$ cat src/rtl/cdf_sequencer.sv
// cdf_sequencer: frame-level controller for the CDF pipeline.
// Sequences one frame as fetch -> accumulator drain -> scale/store, then
// ping-pongs the histogram bank and counts the completed frame. A watchdog
// timer traps a fetch or scale stage that never reports done.
//
// Handshake: fetch_start and scale_start are levels. Each is raised on entry
// to its waiting state and held until the matching done is sampled high on a
// rising edge. A done input seen outside its waiting state is ignored.
//
// All outputs are registered. They are computed from the next state, so each
// output changes on the same edge as the transition that causes it.

module cdf_sequencer #(
  parameter int TIMEOUT_CYCLES = 512,  // 2..1023 cycles allowed in FETCH/SCALE
  parameter int DRAIN_CYCLES   = 3     // 1..15 idle cycles before SCALE
) (
  input  logic       clock,
  input  logic       reset_n,
  input  logic       go,
  input  logic       abort,
  input  logic       clear_err,
  output logic       fetch_start,
  output logic       fetch_base,
  input  logic       fetch_done,
  output logic       scale_start,
  input  logic       scale_done,
  output logic       busy,
  output logic       frame_done,
  output logic [7:0] frame_count,
  output logic       err,
  output logic       err_phase
);

  typedef enum logic [2:0] {
    ST_IDLE  = 3'd0,
    ST_FETCH = 3'd1,
    ST_DRAIN = 3'd2,
    ST_SCALE = 3'd3,
    ST_DONE  = 3'd4,
    ST_ERROR = 3'd5
  } state_t;

  // Last timer value allowed in FETCH/SCALE before the watchdog fires.
  localparam logic [9:0] TMO_LAST   = 10'(TIMEOUT_CYCLES - 1);
  // DRAIN lasts DRAIN_CYCLES+1 cycles (timer 0..DRAIN_CYCLES). SCALE
  // therefore starts DRAIN_CYCLES+1 edges after fetch_done is sampled.
  localparam logic [9:0] DRAIN_LAST = 10'(DRAIN_CYCLES);

  state_t     state_q;
  state_t     state_d;
  logic [9:0] timer_q;

  logic       tmo_hit;
  logic       drain_hit;
  logic       enter_done;
  logic       enter_error;

  logic       fetch_start_d;
  logic       fetch_base_d;
  logic       scale_start_d;
  logic       busy_d;
  logic       frame_done_d;
  logic [7:0] frame_count_d;
  logic       err_d;
  logic       err_phase_d;

  assign tmo_hit     = (timer_q == TMO_LAST);
  assign drain_hit   = (timer_q == DRAIN_LAST);
  assign enter_done  = (state_d == ST_DONE)  && (state_q != ST_DONE);
  assign enter_error = (state_d == ST_ERROR) && (state_q != ST_ERROR);

  // State register.
  always_ff @(posedge clock or negedge reset_n) begin
    if (!reset_n) begin
      state_q <= ST_IDLE;
    end else begin
      state_q <= state_d;
    end
  end

  // Next-state logic. Priority: abort, then done, then timeout.
  always_comb begin
    state_d = state_q;
    if (abort) begin
      state_d = ST_IDLE;
    end else begin
      case (state_q)
        ST_IDLE: begin
          if (go) state_d = ST_FETCH;
        end
        ST_FETCH: begin
          if (fetch_done)   state_d = ST_DRAIN;
          else if (tmo_hit) state_d = ST_ERROR;
        end
        ST_DRAIN: begin
          if (drain_hit) state_d = ST_SCALE;
        end
        ST_SCALE: begin
          if (scale_done)   state_d = ST_DONE;
          else if (tmo_hit) state_d = ST_ERROR;
        end
        ST_DONE: begin
          state_d = ST_IDLE;
        end
        ST_ERROR: begin
          if (clear_err) state_d = ST_IDLE;
        end
        default: begin
          state_d = ST_IDLE;
        end
      endcase
    end
  end

  // Phase timer: cleared on every state entry. It counts only in the
  // timed states and holds at zero in all the others.
  always_ff @(posedge clock or negedge reset_n) begin
    if (!reset_n) begin
      timer_q <= '0;
    end else if (state_d != state_q) begin
      timer_q <= '0;
    end else if ((state_q == ST_FETCH) || (state_q == ST_DRAIN) ||
                 (state_q == ST_SCALE)) begin
      timer_q <= timer_q + 10'd1;
    end else begin
      timer_q <= '0;
    end
  end

  // Output decode from the next state. This gives the values to register.
  // The bank toggle and the frame count change only on entry to DONE. An
  // aborted frame never reaches DONE, so it leaves both untouched.
  always_comb begin
    fetch_start_d = (state_d == ST_FETCH);
    scale_start_d = (state_d == ST_SCALE);
    busy_d        = (state_d == ST_FETCH) || (state_d == ST_DRAIN) ||
                    (state_d == ST_SCALE) || (state_d == ST_DONE);
    frame_done_d  = enter_done;
    err_d         = (state_d == ST_ERROR);
    fetch_base_d  = fetch_base;
    frame_count_d = frame_count;
    err_phase_d   = err_phase;
    if (enter_done) begin
      fetch_base_d  = ~fetch_base;
      frame_count_d = frame_count + 8'd1;
    end
    if (enter_error) begin
      err_phase_d = (state_q == ST_SCALE);
    end
  end

  // Output registers. The asynchronous reset clears them at once.
  always_ff @(posedge clock or negedge reset_n) begin
    if (!reset_n) begin
      fetch_start <= 1'b0;
      fetch_base  <= 1'b0;
      scale_start <= 1'b0;
      busy        <= 1'b0;
      frame_done  <= 1'b0;
      frame_count <= 8'd0;
      err         <= 1'b0;
      err_phase   <= 1'b0;
    end else begin
      fetch_start <= fetch_start_d;
      fetch_base  <= fetch_base_d;
      scale_start <= scale_start_d;
      busy        <= busy_d;
      frame_done  <= frame_done_d;
      frame_count <= frame_count_d;
      err         <= err_d;
      err_phase   <= err_phase_d;
    end
  end

endmodule
$ cat config.mk
export PLATFORM = sky130hd
export DESIGN_NAME = cdf_sequencer
export DESIGN_NICKNAME = d
export VERILOG_FILES = /design/src/rtl/cdf_sequencer.sv
export SDC_FILE = /design/constraint.sdc
export NUM_CORES = 1
export LEC_CHECK = 0
export ABC_AREA = 1
export CORE_MARGIN = 2
export CORE_UTILIZATION = 55
export CTS_BUF_LIST = sky130_fd_sc_hd__clkbuf_4
export DETAILED_ROUTE_END_ITERATION = 7
export PLACE_DENSITY = 0.81
export SYNTH_ARGS = -nofsm -noshare
export SYNTH_HDL_FRONTEND = slang
export SYNTH_SLANG_ARGS = --single-unit
$ cat constraint.sdc
create_clock -name clock -period 4.3 [get_ports clock]
set_clock_uncertainty 0.1 [all_clocks]
set_input_delay 0.86 -clock clock [delete_from_list [all_inputs] [get_ports clock]]
set_output_delay 0.86 -clock clock [all_outputs]
set_load 0.05 [all_outputs]
==> flow_results.xml, run 1 <==
<?xml version="1.0" encoding="UTF-8"?>
<metrics>
  <group name="run">
    <metric name="cap_viol_max_count" unit="">0</metric>
  </group>
  <group name="detailed_routing">
    <metric name="wl" unit="mm">3.07</metric>
    <metric name="antenna_violating_nets_post_route" unit="">0</metric>
    <metric name="route.detailed.wl_per_inst" unit="um">12.7</metric>
    <metric name="drtIter0Drc" unit="">58</metric>
    <metric name="drt-pass1-iter-count" unit="">5</metric>
    <metric name="vias" unit="">1281</metric>
    <metric name="highest_layer" unit="">met4</metric>
    <metric name="post-route-drc-count" unit="">0</metric>
    <metric name="met1Wirelength" unit="mm">1.36</metric>
    <metric name="route.met2.wl" unit="mm">1.53</metric>
    <metric name="drt-vias-per-instance" unit="">5.32</metric>
    <metric name="met3_length" unit="um">102</metric>
  </group>
  <group name="clock_tree">
    <metric name="clk_path_buf_depth" unit="">2</metric>
    <metric name="clock_sink_count" unit="">28</metric>
    <metric name="postCtsSetupBuffers" unit="">0</metric>
    <metric name="cts_max_level" unit="">1</metric>
    <metric name="hold_buffers" unit="">0</metric>
    <metric name="cts_made_buffers" unit="">3</metric>
    <metric name="clk_pin_slew_worst_paths" unit="ns">0.16</metric>
    <metric name="gates_resized_cts_repair" unit="">0</metric>
    <metric name="cts_root_buf" unit="">clkbuf_4</metric>
    <metric name="clock_latency_of_the_later_clocked_register_in_the_worst_skew_pair" unit="ns">0.35</metric>
    <metric name="tritoncts" unit="">built</metric>
  </group>
  <group name="logic_synthesis">
    <metric name="synthXorXnorAreaFrac" unit="%">4.06</metric>
    <metric name="synthesis.area_per_instance" unit="um^2">8.21</metric>
    <metric name="syn-num-nets" unit="">193</metric>
    <metric name="synth-seq-area-share" unit="%">46.4</metric>
    <metric name="yosys_warnings" unit="">0</metric>
    <metric name="adder_and_majority_cell_fraction_of_the_synthesized_area" unit="%">1.66</metric>
    <metric name="synth_compound_area_share" unit="%">4.47</metric>
    <metric name="yosys.area_share.simple" unit="%">38.2</metric>
    <metric name="synthesis.area" unit="um^2">1510</metric>
    <metric name="ys_types" unit="">25</metric>
    <metric name="post_synthesis_cell_count" unit="">184</metric>
    <metric name="yosys-mux-area-fraction" unit="%">0</metric>
    <metric name="combinational_family_with_the_most_area_after_synthesis" unit="">simple AND/OR/NAND/NOR gates</metric>
    <metric name="synth_seq_cells" unit="">28</metric>
  </group>
  <group name="floorplanning">
    <metric name="initial_utilization" unit="%">56.3</metric>
    <metric name="floorplan.die_area" unit="um^2">3180</metric>
    <metric name="floorplan.die.width" unit="um">56.4</metric>
    <metric name="row_count" unit="">19</metric>
    <metric name="core" unit="um^2">2690</metric>
    <metric name="io-pin-count" unit="">22</metric>
    <metric name="chipHeight" unit="um">56.4</metric>
  </group>
  <group name="grt">
    <metric name="antenna_found_initial" unit="">0</metric>
    <metric name="grt_start_max_net_pins" unit="">29</metric>
    <metric name="grt_overflow" unit="">0</metric>
    <metric name="grt_pass1_vias" unit="">1270</metric>
    <metric name="wire_length_of_the_first_global_routing_pass" unit="mm">5.26</metric>
    <metric name="grt_use_total" unit="%">20.9</metric>
  </group>
  <group name="placed_design">
    <metric name="place.detailed.hpwl" unit="mm">2.25</metric>
    <metric name="placedInstanceArea" unit="um^2">1770</metric>
    <metric name="placed_cells_incl_taps" unit="">237</metric>
    <metric name="port_buffers" unit="">21</metric>
    <metric name="routabilityCongestion" unit="">0.969</metric>
  </group>
  <group name="worst_setup_path">
    <metric name="path_delay_family" unit="">buffers and inverters</metric>
    <metric name="cp.arrival" unit="ns">1.61</metric>
    <metric name="startpoint_type" unit="">flip-flop</metric>
    <metric name="setup.worst_path.end_class" unit="">primary output</metric>
    <metric name="data_required_time_at_the_worst_endpoint" unit="ns">3.34</metric>
    <metric name="crit_path_cell_trace" unit="">clkdlybuf4s50_1</metric>
    <metric name="critical-path-max-stage-delay" unit="ns">0.83</metric>
    <metric name="critical_path_class" unit="">reg2out</metric>
    <metric name="critical_path.slowest_cell" unit="">clkdlybuf4s50_1</metric>
    <metric name="cp.buffers_inverters" unit="">1</metric>
    <metric name="crit_fanout" unit="">4</metric>
  </group>
  <group name="power">
    <metric name="power_density" unit="nW/um^2">329</metric>
    <metric name="static-leakage-power" unit="nW">0.860</metric>
    <metric name="vdd_drop_max" unit="V">0.000331</metric>
  </group>
  <group name="finish">
    <metric name="final_layout_size_suffix_gt1_share" unit="%">17.1</metric>
    <metric name="final_cell_mix" unit="">nand2_1, dfrtp_1, clkdlybuf4s50_1</metric>
    <metric name="commonest_non_fill_non_tap_cell_in_the_layout" unit="">nand2_1</metric>
    <metric name="antennaDiodeCount" unit="">0</metric>
    <metric name="nNetsFinal" unit="">220</metric>
    <metric name="synthToLayoutAreaGrowth" unit="%">20.4</metric>
    <metric name="layout.cell_area.non_filler" unit="um^2">1820</metric>
    <metric name="post_layout_nonfiller_instances" unit="">241</metric>
  </group>
  <group name="sta">
    <metric name="slew_viol_final" unit="">0</metric>
    <metric name="timing.setup.tns" unit="ns">0</metric>
    <metric name="maxClockFrequency" unit="GHz">0.388</metric>
    <metric name="max-slew-margin-rel" unit="%">47.6</metric>
    <metric name="final_critical_path_share_of_the_clock_period" unit="%">59.9</metric>
    <metric name="fin_crit" unit="ns">2.57</metric>
    <metric name="setup_viol_count_final" unit="">0</metric>
    <metric name="tightest_slew" unit="ns">0.786</metric>
    <metric name="hold_viol" unit="">0</metric>
    <metric name="grt_setup_unrepaired" unit="">false</metric>
  </group>
  <group name="status">
    <metric name="status" unit="">complete, no violations</metric>
  </group>
  <group name="hold_path">
    <metric name="worst_hold_path_type" unit="">reg2reg</metric>
  </group>
</metrics>
cell type report:
type / instances / area (um^2)
Sequential cell: 28 / 701
Tap cell: 31 / 38.8
Timing Repair Buffer: 22 / 218
Fill cell: 219 / 866
Inverter: 21 / 78.8
Clock buffer: 3 / 22.5
Clock inverter: 1 / 30.0
Multi-Input combinational cell: 135 / 732
worst min-delay path, cell delays in order (launching register included):
cell,delay (ns)
dfrtp_1,0.37
nand2_1,0.05
nand2_1,0.05
state kept, by name, summed over array words and instances, names as in the netlist:
register	flops
busy	1
err	1
err_phase	1
fetch_base	1
fetch_start	1
frame_count	8
frame_done	1
scale_start	1
state_q	3
timer_q	10
power breakdown:
group	leakage (nW)	switching [mW]	internal, mW
registers	0.382	0.0135	0.277
logic	0.451	0.0878	0.0414
clock network	0.0279	0.0840	0.0945
metrics by stage:
step	util, %	power (mW)	worst slack (ns)	hold WS, ns
floorplan	-	0.379	2.41	0.423
global placement	65.8	0.422	1.83	0.358
detailed placement	65.8	0.425	1.76	0.363
CTS	67.8	0.602	1.72	0.392
global route	67.8	0.617	1.68	0.429
finish	67.8	0.598	1.73	0.392
per-layer routing:
layer | vias to the layer above | GRT usage (%)
li1 | 633 | -
met5 | - | 0
met3 | 7 | 3.23
met2 | 30 | 35.7
met1 | 611 | 25.6
met4 | 0 | 10.2
synthesized netlist by cell type:
cell type,count,area (um^2)
xnor2_1,2,17.5
inv_2,4,15.0
nand3_1,20,100
nand4_1,3,18.8
inv_1,17,63.8
ha_1,2,25.0
nand3b_1,1,7.51
or2_1,1,6.26
nor2_2,13,81.3
a21oi_1,1,5.00
nand2_4,1,11.3
nand2_1,45,169
nor3_1,3,15.0
nand2_2,6,37.5
dfrtp_1,28,701
nor2_1,18,67.6
nand3_4,2,35.0
o21a_1,1,7.51
a21oi_2,2,17.5
o21ai_0,2,10.0
or2_2,1,6.26
o2111ai_1,2,17.5
o21ai_1,2,10.0
nor2_4,2,22.5
xor2_1,5,43.8
path summary, 6_finish.rpt:
| check | startpoint | to | slack [ns] | cells past startpoint |
|---|---|---|---|---|
| worst max-delay path | frame_count[0] | frame_count[0] | 1.73 | 1 |
| worst min-delay path | err_phase | err_phase | 0.39 | 2 |
| worst max register to register | timer_q[0] | timer_q[1] | 2.28 | 13 |
| worst min register to register | err_phase | err_phase | 0.39 | 2 |
| max in group asynchronous | reset_n | frame_count[0] | 3.09 | 2 |
| min in group asynchronous | reset_n | timer_q[6] | 0.75 | 2 |
kinds of logic (layout without fill, tap and decap cells):
logic type,count (synthesis),after routing
buffers and inverters,21,47
XOR/XNOR,7,7
AO/OA/AOI/OAI,10,10
adder cells (fa/ha/maj),2,2
flip-flops,28,28
AND/OR/NAND/NOR,116,116
(Power assumes the default switching activity.)
==> inputs of run 2 (changes only) <==
--- a/config.mk
+++ b/config.mk
@@ -7,10 +7,10 @@
 export LEC_CHECK = 0
 export ABC_AREA = 1
 export CORE_MARGIN = 2
-export CORE_UTILIZATION = 55
+export CORE_UTILIZATION = 50
 export CTS_BUF_LIST = sky130_fd_sc_hd__clkbuf_4
 export DETAILED_ROUTE_END_ITERATION = 7
-export PLACE_DENSITY = 0.81
+export PLACE_DENSITY = 0.77
 export SYNTH_ARGS = -nofsm -noshare
 export SYNTH_HDL_FRONTEND = slang
 export SYNTH_SLANG_ARGS = --single-unit
==> constraint.sdc (replaced) <==
create_clock -name clock -period 2.3 [get_ports clock]
set_clock_uncertainty 0.1 [all_clocks]
set_input_delay 0.46 -clock clock [delete_from_list [all_inputs] [get_ports clock]]
set_output_delay 0.46 -clock clock [all_outputs]
set_load 0.05 [all_outputs]
==> run 2 against run 1 <==
Effect of this change: global-route usage is 2.0 points lower; largest power group unchanged; worst setup slack lost 1.6 ns; via count fell by 1.6%; final area down 1.0%.
==> flow_results.xml, run 2 (same netlist as run 1, synthesis figures left out) <==
<?xml version="1.0" encoding="UTF-8"?>
<metrics>
  <group name="floorplanning">
    <metric name="floorplan.die_area" unit="um^2">3480</metric>
    <metric name="io-pin-count" unit="">22</metric>
    <metric name="row_count" unit="">19</metric>
    <metric name="core" unit="um^2">2810</metric>
    <metric name="floorplan.die.width" unit="um">59.0</metric>
    <metric name="chipHeight" unit="um">59.0</metric>
    <metric name="initial_utilization" unit="%">53.9</metric>
  </group>
  <group name="worst_setup_path">
    <metric name="crit_fanout" unit="">4</metric>
    <metric name="setup.worst_path.end_class" unit="">primary output</metric>
    <metric name="cp.arrival" unit="ns">1.57</metric>
    <metric name="cp.buffers_inverters" unit="">1</metric>
    <metric name="critical_path.slowest_cell" unit="">clkdlybuf4s50_1</metric>
    <metric name="data_required_time_at_the_worst_endpoint" unit="ns">1.74</metric>
    <metric name="startpoint_type" unit="">flip-flop</metric>
    <metric name="path_delay_family" unit="">buffers and inverters</metric>
    <metric name="critical-path-max-stage-delay" unit="ns">0.83</metric>
    <metric name="crit_path_cell_trace" unit="">clkdlybuf4s50_1</metric>
    <metric name="critical_path_class" unit="">reg2out</metric>
  </group>
  <group name="placed_design">
    <metric name="place.detailed.hpwl" unit="mm">2.18</metric>
    <metric name="port_buffers" unit="">21</metric>
    <metric name="routabilityCongestion" unit="">0.947</metric>
    <metric name="preCtsSetupSlack" unit="ns">0.161</metric>
  </group>
  <group name="finish">
    <metric name="final_cell_mix" unit="">nand2_1, dfrtp_1, clkdlybuf4s50_1</metric>
    <metric name="filler_cell_count" unit="">240</metric>
    <metric name="ff_latch_area" unit="um^2">701</metric>
    <metric name="commonest_non_fill_non_tap_cell_in_the_layout" unit="">nand2_1</metric>
    <metric name="nNetsFinal" unit="">221</metric>
    <metric name="largest_register_ff_count" unit="">10</metric>
    <metric name="synthToLayoutAreaGrowth" unit="%">19.2</metric>
    <metric name="area_of_combinational_cells_with_multiple_inputs" unit="um^2">732</metric>
    <metric name="layout_top_registers" unit="">timer_q x10, frame_count x8, state_q x3</metric>
    <metric name="antennaDiodeCount" unit="">0</metric>
    <metric name="final_layout_size_suffix_gt1_share" unit="%">17.1</metric>
    <metric name="top_register" unit="">timer_q</metric>
  </group>
  <group name="clock_tree">
    <metric name="clock_latency_of_the_later_clocked_register_in_the_worst_skew_pair" unit="ns">0.32</metric>
    <metric name="cts_max_level" unit="">1</metric>
    <metric name="tritoncts" unit="">built</metric>
    <metric name="hold_buffers" unit="">0</metric>
    <metric name="cts_root_buf" unit="">clkbuf_4</metric>
    <metric name="postCtsSetupBuffers" unit="">0</metric>
    <metric name="gates_resized_cts_repair" unit="">0</metric>
    <metric name="clk_pin_slew_worst_paths" unit="ns">0.15</metric>
    <metric name="cts_made_buffers" unit="">3</metric>
    <metric name="clock_sink_count" unit="">28</metric>
    <metric name="clk_path_buf_depth" unit="">2</metric>
  </group>
  <group name="sta">
    <metric name="timing.setup.tns" unit="ns">0</metric>
    <metric name="hold_viol" unit="">0</metric>
    <metric name="max-slew-margin-rel" unit="%">66.1</metric>
    <metric name="postLayoutSetupSlackWorst" unit="ns">0.167</metric>
    <metric name="fin_crit" unit="ns">2.13</metric>
    <metric name="tightest_slew" unit="ns">0.507</metric>
    <metric name="grt_setup_unrepaired" unit="">false</metric>
    <metric name="setup_viol_count_final" unit="">0</metric>
    <metric name="final_critical_path_share_of_the_clock_period" unit="%">92.7</metric>
    <metric name="slew_viol_final" unit="">0</metric>
    <metric name="maxClockFrequency" unit="GHz">0.469</metric>
  </group>
  <group name="detailed_routing">
    <metric name="drtIter0Drc" unit="">54</metric>
    <metric name="wl" unit="mm">2.86</metric>
    <metric name="post-route-drc-count" unit="">0</metric>
    <metric name="route.detailed.wl_per_inst" unit="um">11.8</metric>
    <metric name="vias" unit="">1261</metric>
    <metric name="drt-vias-per-instance" unit="">5.21</metric>
    <metric name="drt-pass1-iter-count" unit="">4</metric>
    <metric name="antenna_violating_nets_post_route" unit="">0</metric>
  </group>
  <group name="power">
    <metric name="static-leakage-power" unit="nW">0.853</metric>
    <metric name="vdd_drop_max" unit="V">0.000462</metric>
    <metric name="power_density" unit="nW/um^2">549</metric>
  </group>
  <group name="grt">
    <metric name="wire_length_of_the_first_global_routing_pass" unit="mm">5.09</metric>
    <metric name="grt_use_total" unit="%">18.9</metric>
    <metric name="grt_start_max_net_pins" unit="">29</metric>
    <metric name="grt_overflow" unit="">0</metric>
    <metric name="grt_pass1_vias" unit="">1232</metric>
    <metric name="antenna_found_initial" unit="">0</metric>
  </group>
  <group name="run">
    <metric name="cap_viol_max_count" unit="">0</metric>
  </group>
  <group name="hold_path">
    <metric name="worst_hold_path_type" unit="">in2async</metric>
  </group>
  <group name="status">
    <metric name="status" unit="">complete, no violations</metric>
  </group>
</metrics>
run 2: changes by cell type in the layout (fill, tap and decap cells not counted):
cell       before  now
buf_4           1    2
bufinv_16       1    0
clkinv_1        0    1
run 2: per-stage QoR:
step | instances | power, mW | hold WS, ns | utilization (%) | area, um^2
after floorplan | 184 | 0.709 | 0.0644 | - | 1510
after global placement | 238 | 0.793 | 0.356 | 63.3 | 1780
after detailed placement | 238 | 0.796 | 0.365 | 63.3 | 1780
after CTS | 242 | 1.00 | 0.393 | 64.2 | 1800
after global routing | 242 | 1.03 | 0.402 | 64.2 | 1800
final | 242 | 0.990 | 0.387 | 64.2 | 1800
run 2: layout make-up:
cell class / instances / area share, %
inverters: 21 / 4.37
clock inverters: 1 / 0.208
flip-flops and latches: 28 / 38.9
well taps: 31 / 2.15
clock buffers: 3 / 1.25
repair buffers: 23 / 12.5
multi-input cells: 135 / 40.6
run 2: worst paths after layout:
| kind | start | end | slack (ns) | cells after the start |
|---|---|---|---|---|
| setup / recovery | frame_count[0] | frame_count[0] | 0.17 | 1 |
| hold / removal | reset_n | timer_q[4] | 0.39 | 2 |
| setup reg to reg | timer_q[0] | timer_q[7] | 0.30 | 13 |
| hold reg to reg | fetch_base | fetch_base | 0.39 | 1 |
| max in group asynchronous | reset_n | frame_count[1] | 1.44 | 2 |
| min in group clock | fetch_base | fetch_base | 0.39 | 1 |
run 2: layer usage:
metal / global-route usage, % / wire (um) / vias up
met5: 0 / 0 / -
met4: 6.17 / 42 / 0
met3: 3.06 / 98 / 6
met2: 32.5 / 1420 / 28
met1: 24.3 / 1300 / 585
li1: - / - / 642
run 2: report_power, final:
group          switching [mW]  leakage, nW  internal (mW)
clock                   0.140       0.0154         0.0635
sequential             0.0239        0.382          0.518
combinational           0.164        0.456         0.0803
==> inputs of run 3 (changes only) <==
--- a/config.mk
+++ b/config.mk
@@ -10,7 +10,7 @@
 export CORE_UTILIZATION = 50
 export CTS_BUF_LIST = sky130_fd_sc_hd__clkbuf_4
 export DETAILED_ROUTE_END_ITERATION = 7
-export PLACE_DENSITY = 0.77
+export PLACE_DENSITY = 0.8
 export SYNTH_ARGS = -nofsm -noshare
 export SYNTH_HDL_FRONTEND = slang
 export SYNTH_SLANG_ARGS = --single-unit
==> run 3 against run 2 <==
Effect of this change: worst setup slack worse by 0.019 ns; via count is 1.1% higher; first-iteration DRC count is 46% lower; sequential share of layout area is 0.081 points higher; global-route usage is 1.3 points higher.
==> flow_results.xml, run 3 (same netlist as run 1, synthesis figures left out) <==
<?xml version="1.0" encoding="UTF-8"?>
<metrics>
  <group name="worst_setup_path">
    <metric name="reg2reg_slack" unit="ns">0.24</metric>
    <metric name="cp.arrival" unit="ns">1.59</metric>
    <metric name="worst_r2r_startpoint" unit="">timer_q[0]</metric>
    <metric name="crit_fanout" unit="">4</metric>
    <metric name="startpoint_type" unit="">flip-flop</metric>
    <metric name="setup.worst_path.end_class" unit="">primary output</metric>
    <metric name="r2r_cells" unit="">13</metric>
    <metric name="critical_path_class" unit="">reg2out</metric>
    <metric name="critPathLaunch" unit="">frame_count[6]</metric>
    <metric name="critical_path.reg2reg.endpoint" unit="">timer_q[3]</metric>
    <metric name="crit_path_cell_trace" unit="">clkdlybuf4s50_1</metric>
    <metric name="critical-path-max-stage-delay" unit="ns">0.83</metric>
    <metric name="path_delay_family" unit="">buffers and inverters</metric>
    <metric name="data_required_time_at_the_worst_endpoint" unit="ns">1.74</metric>
    <metric name="critical_path.slowest_cell" unit="">clkdlybuf4s50_1</metric>
    <metric name="cp.buffers_inverters" unit="">1</metric>
  </group>
  <group name="grt">
    <metric name="antenna_found_initial" unit="">0</metric>
    <metric name="grt_pass1_vias" unit="">1276</metric>
    <metric name="grt_overflow" unit="">0</metric>
    <metric name="wire_length_of_the_first_global_routing_pass" unit="mm">5.42</metric>
    <metric name="grt_start_max_net_pins" unit="">29</metric>
    <metric name="grt_use_total" unit="%">20.2</metric>
  </group>
  <group name="power">
    <metric name="seq_power_share" unit="%">54.6</metric>
    <metric name="vdd_drop_max" unit="V">0.000495</metric>
    <metric name="netSwitchingPower" unit="mW">0.333</metric>
    <metric name="static-leakage-power" unit="nW">0.851</metric>
    <metric name="switching_share" unit="%">33.5</metric>
    <metric name="power_report.internal_total" unit="mW">0.660</metric>
    <metric name="power_density" unit="nW/um^2">552</metric>
    <metric name="share_comb_of_total_power" unit="%">24.7</metric>
    <metric name="total_power" unit="mW">0.993</metric>
    <metric name="p_clk_share" unit="%">20.7</metric>
  </group>
  <group name="finish">
    <metric name="layout_top_registers" unit="">timer_q x10, frame_count x8, state_q x3</metric>
    <metric name="post_layout_nonfiller_instances" unit="">241</metric>
    <metric name="synthToLayoutAreaGrowth" unit="%">19.0</metric>
    <metric name="area_of_combinational_cells_with_multiple_inputs" unit="um^2">732</metric>
    <metric name="final_cell_mix" unit="">nand2_1, dfrtp_1, clkdlybuf4s50_1</metric>
    <metric name="final_layout_size_suffix_gt1_share" unit="%">17.1</metric>
    <metric name="antennaDiodeCount" unit="">0</metric>
    <metric name="largest_register_ff_count" unit="">10</metric>
    <metric name="ff_latch_area" unit="um^2">701</metric>
    <metric name="filler_cell_count" unit="">242</metric>
    <metric name="nNetsFinal" unit="">221</metric>
    <metric name="top_register" unit="">timer_q</metric>
    <metric name="commonest_non_fill_non_tap_cell_in_the_layout" unit="">nand2_1</metric>
  </group>
  <group name="clock_tree">
    <metric name="gates_resized_cts_repair" unit="">0</metric>
    <metric name="clock_sink_count" unit="">28</metric>
    <metric name="clk_path_buf_depth" unit="">2</metric>
    <metric name="clock_latency_of_the_later_clocked_register_in_the_worst_skew_pair" unit="ns">0.33</metric>
    <metric name="hold_buffers" unit="">0</metric>
    <metric name="tritoncts" unit="">built</metric>
    <metric name="postCtsSetupBuffers" unit="">0</metric>
    <metric name="cts_max_level" unit="">1</metric>
    <metric name="clk_pin_slew_worst_paths" unit="ns">0.15</metric>
    <metric name="cts_made_buffers" unit="">3</metric>
    <metric name="cts_root_buf" unit="">clkbuf_4</metric>
  </group>
  <group name="sta">
    <metric name="hold_viol" unit="">0</metric>
    <metric name="grt_setup_unrepaired" unit="">false</metric>
    <metric name="tightest_slew" unit="ns">0.541</metric>
    <metric name="maxClockFrequency" unit="GHz">0.465</metric>
    <metric name="final_critical_path_share_of_the_clock_period" unit="%">93.6</metric>
    <metric name="setup_viol_count_final" unit="">0</metric>
    <metric name="whs" unit="ns">0.373</metric>
    <metric name="timing.setup.tns" unit="ns">0</metric>
    <metric name="slew_viol_final" unit="">0</metric>
    <metric name="max-slew-margin-rel" unit="%">63.8</metric>
    <metric name="fin_crit" unit="ns">2.15</metric>
  </group>
  <group name="detailed_routing">
    <metric name="drtIter0Drc" unit="">29</metric>
    <metric name="route.detailed.wl_per_inst" unit="um">12.8</metric>
    <metric name="vias" unit="">1275</metric>
    <metric name="wl" unit="mm">3.09</metric>
    <metric name="post-route-drc-count" unit="">0</metric>
    <metric name="drt-pass1-iter-count" unit="">4</metric>
    <metric name="drt-vias-per-instance" unit="">5.29</metric>
    <metric name="antenna_violating_nets_post_route" unit="">0</metric>
  </group>
  <group name="run">
    <metric name="cap_viol_max_count" unit="">0</metric>
  </group>
  <group name="floorplanning">
    <metric name="core" unit="um^2">2810</metric>
    <metric name="initial_utilization" unit="%">53.9</metric>
    <metric name="row_count" unit="">19</metric>
    <metric name="floorplan.die_area" unit="um^2">3480</metric>
    <metric name="io-pin-count" unit="">22</metric>
    <metric name="floorplan.die.width" unit="um">59.0</metric>
    <metric name="chipHeight" unit="um">59.0</metric>
  </group>
  <group name="placed_design">
    <metric name="port_buffers" unit="">21</metric>
    <metric name="place.detailed.hpwl" unit="mm">2.24</metric>
    <metric name="placed_cells_incl_taps" unit="">238</metric>
    <metric name="routabilityCongestion" unit="">0.868</metric>
  </group>
  <group name="hold_path">
    <metric name="worst_hold_path_type" unit="">in2async</metric>
  </group>
  <group name="status">
    <metric name="status" unit="">complete, no violations</metric>
  </group>
</metrics>
run 3: cell count changes in the layout (fill, tap and decap cells not counted), sizes merged:
cell / delta
clkinv: -1
run 3: power by group through the flow:
stage | clock, mW | sequential, mW | combinational [mW]
2_1_floorplan | 0 | 0.622 | 0.0872
3_3_place_gp | 0 | 0.551 | 0.243
3_5_place_dp | 0 | 0.552 | 0.245
4_1_cts | 0.210 | 0.543 | 0.246
5_1_grt | 0.228 | 0.546 | 0.264
6_report | 0.205 | 0.542 | 0.245
run 3: final cells by class:
type | instances | area share, %
sequential | 28 | 39.0
inverter | 21 | 4.38
timing repair buffer | 23 | 12.5
tap | 31 | 2.16
multi-input combinational | 135 | 40.7
clock buffer | 3 | 1.25
run 3: layer usage:
metal,part of all wire [%],GRT usage [%],wire [um],vias to the layer above
li1,-,-,-,640
met1,46,25.6,1410,603
met2,49,33.8,1530,28
met3,3.7,2.84,115,4
met4,1.4,9.74,42,0
met5,0,0,0,-
run 3: worst max path at each step:
stage	end	slack (ns)	cells after the start
floorplan	frame_count[5]	0.57	12
global placement	frame_count[4]	0.22	10
detailed placement	frame_count[4]	0.18	10
CTS	frame_count[6]	0.14	1
global route	timer_q[8]	0.05	13
finish	frame_count[6]	0.15	1
run 3: stage by stage:
stage                     cell area [um^2]  utilization [%]  worst slack [ns]
after global routing                  1800             64.1            0.0487
after floorplan                       1510                -             0.572
after global placement                1780             63.3             0.221
after detailed placement              1780             63.3             0.178
after CTS                             1800             64.1             0.140
final                                 1800             64.1             0.148
